## config.mk

```make
export PLATFORM = sky130hd
export DESIGN_NAME = fetch_queue
export DESIGN_NICKNAME = d
export VERILOG_FILES = /design/src/rtl/fetch_pkg.sv /design/src/rtl/fetch_fifo.sv /design/src/rtl/fetch_queue.sv
export SDC_FILE = /design/constraint.sdc
export NUM_CORES = 1
export LEC_CHECK = 0
export CAP_MARGIN = 20
export CORE_MARGIN = 1.5
export CORE_UTILIZATION = 45
export DETAILED_ROUTE_END_ITERATION = 12
export GPL_TIMING_DRIVEN = 0
export PLACE_DENSITY = 0.78
export SYNTH_ARGS = -nofsm -noshare
export SYNTH_HDL_FRONTEND = slang
export SYNTH_SLANG_ARGS = --single-unit
```

## constraint.sdc

```tcl
create_clock -name clock -period 14.25 [get_ports clock]
set_input_delay 2.85 -clock clock [delete_from_list [all_inputs] [get_ports clock]]
set_output_delay 2.85 -clock clock [all_outputs]
set_load 0.05 [all_outputs]
```

## src/rtl/fetch_pkg.sv

```systemverilog
// ==== fetch_pkg : shared types and constants for the fetch queue ===== rev 1.0 ====
`default_nettype none

package fetch_pkg;

    localparam logic [3:0]  WIDTH_WORD       = 4'd4;
    localparam logic [31:0] DEFAULT_RESET_PC = 32'h0000_0000;
    localparam logic [31:0] INSN_NOP         = 32'h0000_0013;

    typedef struct packed {
        logic [31:0] pc;
        logic [31:0] data;
    } fetch_entry_t;

    function automatic logic [31:0] word_align(input logic [31:0] addr);
        return addr & ~32'd3;
    endfunction

endpackage

`default_nettype wire

```

## src/rtl/fetch_fifo.sv

```systemverilog
// ==== fetch_fifo : DEPTH-entry {pc,data} FIFO, flush beats push/pop ==== rev 1.0 ====
`default_nettype none

module fetch_fifo
    import fetch_pkg::*;
#(
    parameter int DEPTH = 4
) (
    input  logic                     clock,
    input  logic                     reset,
    input  logic                     flush,
    input  logic                     push,
    input  fetch_entry_t             push_entry,
    input  logic                     pop,
    output fetch_entry_t             head,
    output logic [$clog2(DEPTH):0]   count
);

    localparam int AW = $clog2(DEPTH);
    localparam int CW = AW + 1;

    fetch_entry_t  mem_q [DEPTH];
    fetch_entry_t  mem_d [DEPTH];
    logic [AW-1:0] rd_ptr_q, rd_ptr_d;
    logic [AW-1:0] wr_ptr_q, wr_ptr_d;
    logic [CW-1:0] count_q,  count_d;

    always_comb begin
        mem_d    = mem_q;
        rd_ptr_d = rd_ptr_q;
        wr_ptr_d = wr_ptr_q;
        count_d  = count_q;
        if (flush) begin
            rd_ptr_d = '0;
            wr_ptr_d = '0;
            count_d  = '0;
        end else begin
            if (push) begin
                mem_d[wr_ptr_q] = push_entry;
                wr_ptr_d        = wr_ptr_q + AW'(1);
            end
            if (pop) begin
                rd_ptr_d = rd_ptr_q + AW'(1);
            end
            count_d = count_q + CW'(push) - CW'(pop);
        end
    end

    always_ff @(posedge clock or posedge reset) begin
        if (reset) begin
            for (int i = 0; i < DEPTH; i++) begin
                mem_q[i] <= '0;
            end
            rd_ptr_q <= '0;
            wr_ptr_q <= '0;
            count_q  <= '0;
        end else begin
            mem_q    <= mem_d;
            rd_ptr_q <= rd_ptr_d;
            wr_ptr_q <= wr_ptr_d;
            count_q  <= count_d;
        end
    end

    assign head  = mem_q[rd_ptr_q];
    assign count = count_q;

endmodule

`default_nettype wire

```

## src/rtl/fetch_queue.sv

```systemverilog
// ==== fetch_queue : sequential instruction fetch with redirect and output FIFO ====
// ==== optional combinational bypass of an empty FIFO: FETCH_BYPASS_EN ==== rev 1.0 ====
`default_nettype none

module fetch_queue
    import fetch_pkg::*;
#(
    parameter int          DEPTH    = 4,
    parameter logic [31:0] RESET_PC = DEFAULT_RESET_PC
) (
    input  logic        clock,
    input  logic        reset,
    output logic [31:0] pm_address,
    output logic [3:0]  pm_width,
    output logic        pm_req,
    input  logic [31:0] pm_data_in,
    output logic        inst_valid,
    input  logic        inst_ready,
    output logic [31:0] inst_data,
    output logic [31:0] inst_pc,
    input  logic        redirect_valid,
    input  logic [31:0] redirect_pc
);

    localparam int CW = $clog2(DEPTH) + 1;

    logic [31:0]  pc_q, pc_d;
    logic         inflight_q, inflight_d;
    logic [31:0]  inflight_pc_q, inflight_pc_d;

    fetch_entry_t fifo_head;
    fetch_entry_t fifo_entry;
    logic [CW-1:0] fifo_count;
    logic         fifo_push;
    logic         fifo_pop;
    logic         bypass;
    logic         deq;
    logic [CW:0]  occupancy;

    always_comb begin
        pm_width   = WIDTH_WORD;
        pm_address = redirect_valid ? word_align(redirect_pc) : pc_q;

`ifdef FETCH_BYPASS_EN
        bypass = (fifo_count == '0) && inflight_q && !redirect_valid;
`else
        bypass = 1'b0;
`endif

        inst_valid = (fifo_count != '0) || bypass;
        inst_data  = bypass ? pm_data_in  : fifo_head.data;
        inst_pc    = bypass ? inflight_pc_q : fifo_head.pc;

        // A redirect flushes the queue, so a coincident handshake never counts.
        deq       = inst_valid && inst_ready && !redirect_valid;
        fifo_pop  = deq && !bypass;
        fifo_push = inflight_q && !redirect_valid && !(bypass && inst_ready);
        fifo_entry = '{pc: inflight_pc_q, data: pm_data_in};

        // Only issue when the returning word is guaranteed a free slot.
        occupancy = {1'b0, fifo_count} + (CW+1)'(inflight_q) - (CW+1)'(deq);
        pm_req    = !reset && (redirect_valid || (occupancy < (CW+1)'(DEPTH)));

        inflight_d    = pm_req;
        inflight_pc_d = pm_req ? pm_address : inflight_pc_q;
        pc_d          = pm_req ? (pm_address + 32'd4) : pc_q;
    end

    always_ff @(posedge clock or posedge reset) begin
        if (reset) begin
            pc_q          <= word_align(RESET_PC);
            inflight_q    <= 1'b0;
            inflight_pc_q <= '0;
        end else begin
            pc_q          <= pc_d;
            inflight_q    <= inflight_d;
            inflight_pc_q <= inflight_pc_d;
        end
    end

    fetch_fifo #(
        .DEPTH      (DEPTH)
    ) u_fifo (
        .clock      (clock),
        .reset      (reset),
        .flush      (redirect_valid),
        .push       (fifo_push),
        .push_entry (fifo_entry),
        .pop        (fifo_pop),
        .head       (fifo_head),
        .count      (fifo_count)
    );

endmodule

`default_nettype wire

```

==> results.cfg, run 1 <==
[job]
cap_violations = 0

[global_routing]
use_met2_pct = 34.1
gr-total-overflow = 0
grt_pass1_wl_um = 54300
grt_max_degree = 130
grtUsageMet1_pct = 27.1
busiest_layer = met2
grt.total_usage_pct = 20.2
use_met3_pct = 3.40
grt_pass1_vias = 10113
antenna_found_initial = 0

[critical_path]
reg2reg_from = u_fifo.count[1]
worstPathMaxFanout = 10
reg2reg_slack_ns = 10.87
ff2ff_path_depth = 15
cp.required_ns = 11.40
path_class = input port to output port
arrival_ns = 7.46
end_kind = output port
r2r_end = pc_q[14]
startpoint_type = input port

[timing]
skew_ns = 0.0192
relSlewSlack_pct = 38.0
setup_violations = 0
fin_crit_ns = 10.31
max_freq_ghz = 0.0970
slew_viol_final = 0
rsz0062_at_grt = no
min_period_over_period_pct = 72.4
hold_viol_final = 0
setup_tns_ns = 0
timing.hold.ws_ns = 0.496
tightest_slew_ns = 0.931

[layout]
fin_cells = 1712
final_cell_area_um2 = 18400
diodes = 0
n_fill_cell = 2584
layout-area-overhead-vs-synth_pct = 23.1
nets = 1322
drive_above_1_share_pct = 35.6

[synthesis]
synth_area_um2 = 15000
ys_types = 53
synthTopCellsByArea = dfrtp_1 (54%), mux2_2 (21%), mux4_2 (9.6%)
synth_edf_count = 0
synth-simple-area-share_pct = 5.04
synth_mux_area_share_pct = 32.0
yosys_warnings = 0
synth_compound_area_share_pct = 3.46
synth.avg_cell_area_um2 = 14.4
synth-xor-area-share_pct = 1.11
synth_top_area_share_pct = 54.5
synth_top_family_by_area = multiplexers
syn_inst = 1039
async_flop_share_pct = 100
yosys_most_used_dff = dfrtp_1
seq_area_frac_synth_pct = 54.5
ys_seq_elements = 326
yosysTopAreaCell = dfrtp_1
synth_fa_ha_area_share_pct = 0.970

[detailed_routing]
drt_wl_total_um = 33600
viasPerCell = 5.51
first_pass_iters = 5
vias = 9441
remaining_drc_errors = 0
wl_per_cell_um = 19.6
postRouteAntennaNets = 0
drt_iter0_markers = 587

[power_and_ir_drop]
p_leak_nw = 8.16
pwr_density_cell_nw_per_um2 = 246
p_switching_w = 0.00176
clockPowerShare_pct = 20.4
pwr-share-seq_pct = 34.5
combPwrFrac_pct = 45.1
intPower_w = 0.00277
p_sw_share_pct = 38.9
ir_worst_vdd_v = 0.000144

[clocking]
cts_setup_buffers = 0
cts_made_buffers = 36
path_clk_slew_ns = 0.06
holdBufCountCts = 0
cts_num_sinks = 326
cts_tree = done
insertion_delay_ns = 0.51
cts_buffer_depth = 3
h-tree-depth = 2
cts_resized = 0
clockRootBuffer = clkbuf_16

[hold_path]
min_to = pc_q[21]
min_path_cells = 2
min_from = pc_q[21]
worst_hold_path_type = register to register

[floorplan]
die_x_um = 185
initial_core_util_pct = 45.9
die_h_um = 185
io_pins = 170
dieArea_um2 = 34400
core_area_um2 = 32600
rows = 66

[placement]
hpwlAfterDp_um = 23300
io_buffers = 162
placed_area_um2 = 17200
dp.cells = 1647
routabilityCongestion = 0.909

[status]
outcome = finished, final reports clean
==> registers in the layout, summed over array words and instances (netlist names) <==
register / flops
inflight_q: 1
pc_q: 30
u_fifo.rd_ptr_q: 2
inflight_pc_q: 32
u_fifo.wr_ptr_q: 2
u_fifo.mem_q: 256
u_fifo.count: 3
==> cells by family (layout without fill, tap and decap cells) <==
group	Yosys count	after routing
and+or+nand+nor	143	143
xor gates and xnor gates	19	19
DFF	326	326
muxes	363	363
other	2	4
buffers and inverters	94	323
AOI/OAI and AO/OA	81	81
adders and majority gates	11	11
==> placed cells by master (no fill, tap or decap), types with 3 or more instances in the layout <==
cell type and n:
dfrtp_1 326, mux2_2 279, clkdlybuf4s50_1 162, mux4_2 64
nand2_1 63, o21ai_0 39, clkbuf_16 38, buf_2 31
inv_1 28, clkbuf_1 25, mux2i_1 20, nand3_1 15
xnor2_1 13, clkbuf_8 13, o31ai_1 11, nor2_1 10
ha_1 10, nor4_1 9, nand3b_1 8, nand4_1 7
buf_4 6, xor2_1 6, buf_1 6, and4_1 6
nor2b_1 5, a22oi_1 5, a21oi_1 5, a31oi_1 4
and2_1 4, conb_1 4, clkinv_2 4, buf_6 3
nor3_1 3, and4b_1 3
==> power groups by stage <==
stage / Clock [W] / Sequential [W] / Combinational (W)
floorplan: 0 / 0.00148 / 0.00152
global placement: 0 / 0.00155 / 0.00202
detailed placement: 0 / 0.00157 / 0.00207
CTS: 0.000945 / 0.00156 / 0.00207
global route: 0.000987 / 0.00161 / 0.00218
finish: 0.000924 / 0.00156 / 0.00205
==> critical path, stage by stage <==
cell	delay, ns
buf_6	0.12
buf_4	0.19
buf_4	0.22
buf_2	0.31
buf_2	0.37
clkbuf_1	0.51
nor2_1	0.12
ha_1	0.20
inv_1	0.10
ha_1	0.22
o21ai_0	0.11
a2111o_1	0.41
o211a_1	0.13
buf_2	0.19
buf_1	0.30
inv_1	0.25
clkdlybuf4s50_1	0.84
==> synthesized netlist by cell type (4+ instances only) <==
cell	n
nor4_1	9
a21oi_1	5
and4_1	6
xor2_1	6
buf_1	6
mux2i_1	20
nand3_1	15
dfrtp_1	326
a22oi_1	5
nor2_1	10
buf_2	31
o31ai_1	11
nor2b_1	5
a31oi_1	4
xnor2_1	13
mux4_2	64
and2_1	4
nand2_1	63
clkbuf_1	19
o21ai_0	39
nand4_1	7
inv_1	29
nand3b_1	8
buf_4	6
mux2_2	279
ha_1	10
==> through the flow <==
stage               worst slack, ns  utilization, %  total power (W)
floorplan                     0.258               -          0.00300
global placement              -4.89            52.6          0.00357
detailed placement             3.96            52.8          0.00364
CTS                            3.95            56.5          0.00458
global route                   3.72            56.5          0.00478
finish                         3.94            56.5          0.00453
==> final cells by class <==
type,count,area (um^2),area share (%)
repair buffers,164,1680,9.10
inverters,29,116,0.631
clock buffers,57,1150,6.25
flip-flops and latches,326,8160,44.3
plain buffers,65,328,1.78
clock inverters,8,60.1,0.326
well taps,442,553,3.00
multi-input cells,621,6380,34.6
==> worst max path at each step <==
stage / startpoint / end / slack, ns / cells after the start
2_1_floorplan: reset / pm_req / 0.26 / 6
3_3_place_gp: reset / pm_req / -4.89 / 8
3_5_place_dp: redirect_valid / pm_req / 3.96 / 17
4_1_cts: redirect_valid / pm_req / 3.95 / 17
5_1_grt: redirect_valid / pm_req / 3.72 / 17
6_report: redirect_valid / pm_req / 3.94 / 17
==> routing by layer <==
metal	part of all wire [%]	wire length, um
met4	1.8	602
met3	5.7	1920
met1	44	14700
met5	0	0
met2	49	16400
Note: power is estimated with default switching activity, not from simulation.
==> run 2: changes to the inputs <==
PLACE_DENSITY = 0.75   (was 0.78)
clock period = 9.55 ns   (was 14.25 ns; I/O delays follow)
==> run 2 against run 1 <==
Net effect:
- combinational power grew 50%
- clock power grew 48%
- critical path type unchanged
- routed wire length grew 2.2%
- utilization grew 0.32 points
- count of clock-buffer cells in the layout shrank 9
- final area grew 0.56%
- non-clock buffer count grew 7
- largest power group unchanged
==> results.cfg, run 2 (synthesis gave the netlist of run 1 again) <==
[power_and_ir_drop]
p_sw_share_pct = 39.4
p_leak_nw = 8.19
ir_worst_vdd_v = 0.000184
clockPowerShare_pct = 20.2
pwr_density_cell_nw_per_um2 = 366
p_switching_w = 0.00267
pwr-share-seq_pct = 34.4
intPower_w = 0.00411
combPwrFrac_pct = 45.5

[critical_path]
startpoint_type = input port
worstPathMaxFanout = 10
end_kind = output port
ff2ff_path_depth = 15
arrival_ns = 6.24
cp.required_ns = 7.64
path_class = input port to output port

[clocking]
cts_resized = 0
cts_tree = done
insertion_delay_ns = 0.52
h-tree-depth = 2
clockRootBuffer = clkbuf_16
path_clk_slew_ns = 0.07
cts_made_buffers = 37
cts_buffer_depth = 3
cts_setup_buffers = 0
holdBufCountCts = 0
cts_num_sinks = 326

[global_routing]
grt_pass1_wl_um = 55000
grt.total_usage_pct = 20.7
grt_pass1_vias = 10052
gr-total-overflow = 0
antenna_found_initial = 1
grt_max_degree = 41

[layout]
largest_reg_flops = 256
reg_top3 = u_fifo.mem_q: 256 flops, inflight_pc_q: 32 flops, pc_q: 30 flops
layout-area-overhead-vs-synth_pct = 23.8
final_common_cell = dfrtp_1
regMostFlops = u_fifo.mem_q
n_fill_cell = 2620
nets = 1330
drive_above_1_share_pct = 36.1
fin_util_pct = 56.8
final_cell_mix = dfrtp_1 (326), mux2_2 (279), clkdlybuf4s50_1 (162)
diodes = 0
fin_cells = 1718

[timing]
rsz0062_at_grt = no
max_freq_ghz = 0.123
min_period_over_period_pct = 85.3
skew_ns = 0.0301
fin_crit_ns = 8.15
tightest_slew_ns = 0.929
hold_viol_final = 0
relSlewSlack_pct = 38.1
slew_viol_final = 0
setup_violations = 0

[detailed_routing]
wl_per_cell_um = 20.0
viasPerCell = 5.51
remaining_drc_errors = 0
vias = 9460
first_pass_iters = 5
drt_wl_total_um = 34400
postRouteAntennaNets = 0
drt_iter0_markers = 636

[status]
outcome = finished, final reports clean

[placement]
routabilityCongestion = 0.919
hpwlAfterDp_um = 24000
io_buffers = 162
dp.cells = 1654

[floorplan]
dieArea_um2 = 34400
die_h_um = 185
rows = 66
die_x_um = 185
core_area_um2 = 32600
initial_core_util_pct = 45.9
io_pins = 170

[job]
cap_violations = 0

[hold_path]
min_path_cells = 2
worst_hold_path_type = register to register
## run 2: changes by cell type in the layout (fill, tap and decap cells not counted), moves of 2 or more
| cell | delta |
|---|---|
| clkinvlp_4 | +3 |
| clkbuf_8 | -7 |
| buf_16 | -2 |
| buf_12 | +9 |
| inv_6 | +6 |
## run 2: final timing paths
kind | start | slack (ns) | to
worst max-delay path | redirect_valid | 1.40 | pm_req
worst min-delay path | pc_q[21] | 0.49 | pc_q[21]
worst max register to register | u_fifo.count[1] | 6.12 | pc_q[12]
worst min register to register | pc_q[21] | 0.49 | pc_q[21]
max in group asynchronous | reset | 6.54 | u_fifo.mem_q[29]
min in group asynchronous | reset | 1.94 | u_fifo.mem_q[237]
## run 2: critical path, stage by stage
cell and delay (ns):
buf_6 0.12, buf_4 0.20, buf_4 0.22, buf_2 0.29, buf_2 0.36, clkbuf_1 0.55
nor2_1 0.12, ha_1 0.20, inv_1 0.10, ha_1 0.21, o21ai_0 0.10, a2111o_1 0.40
o211a_1 0.17, buf_4 0.18, buf_6 0.16, clkinvlp_4 0.12, clkdlybuf4s50_1 0.81
## run 2: routing by layer
layer | global-route usage, % | vias to the layer above | wire length (um)
li1 | - | 4239 | -
met1 | 28.3 | 4868 | 15200
met2 | 34.3 | 287 | 16400
met3 | 3.15 | 64 | 1820
met4 | 6.05 | 2 | 905
met5 | 0 | - | 13
## run 2: power by group through the flow
stage	clock (W)	combinational, W	sequential [W]
after detailed placement	0	0.00310	0.00235
after global routing	0.00146	0.00327	0.00241
after CTS	0.00140	0.00312	0.00233
after floorplan	0	0.00228	0.00221
after global placement	0	0.00303	0.00231
final	0.00137	0.00308	0.00233
## run 2: area by class of cell
cell class | instances | area, um^2 | area share, %
multi-input combinational | 621 | 6380 | 34.4
tap | 442 | 553 | 2.98
timing repair buffer | 171 | 1800 | 9.72
sequential | 326 | 8160 | 44.0
buffer | 65 | 338 | 1.82
clock buffer | 48 | 1030 | 5.54
inverter | 29 | 116 | 0.628
clock inverter | 16 | 154 | 0.831
## run 2: stage by stage
step                      hold slack [ns]  setup slack, ns  power, W  setup TNS [ns]  cell area [um^2]
after global routing                0.512             1.17   0.00714               0             18500
after global placement              0.460            -4.08   0.00534         -137.77             17200
after CTS                           0.490             1.46   0.00684               0             18500
after floorplan                     0.445           0.0218   0.00449               0             15000
after detailed placement            0.474             1.45   0.00545               0             17300
final                               0.489             1.40   0.00678               0             18500
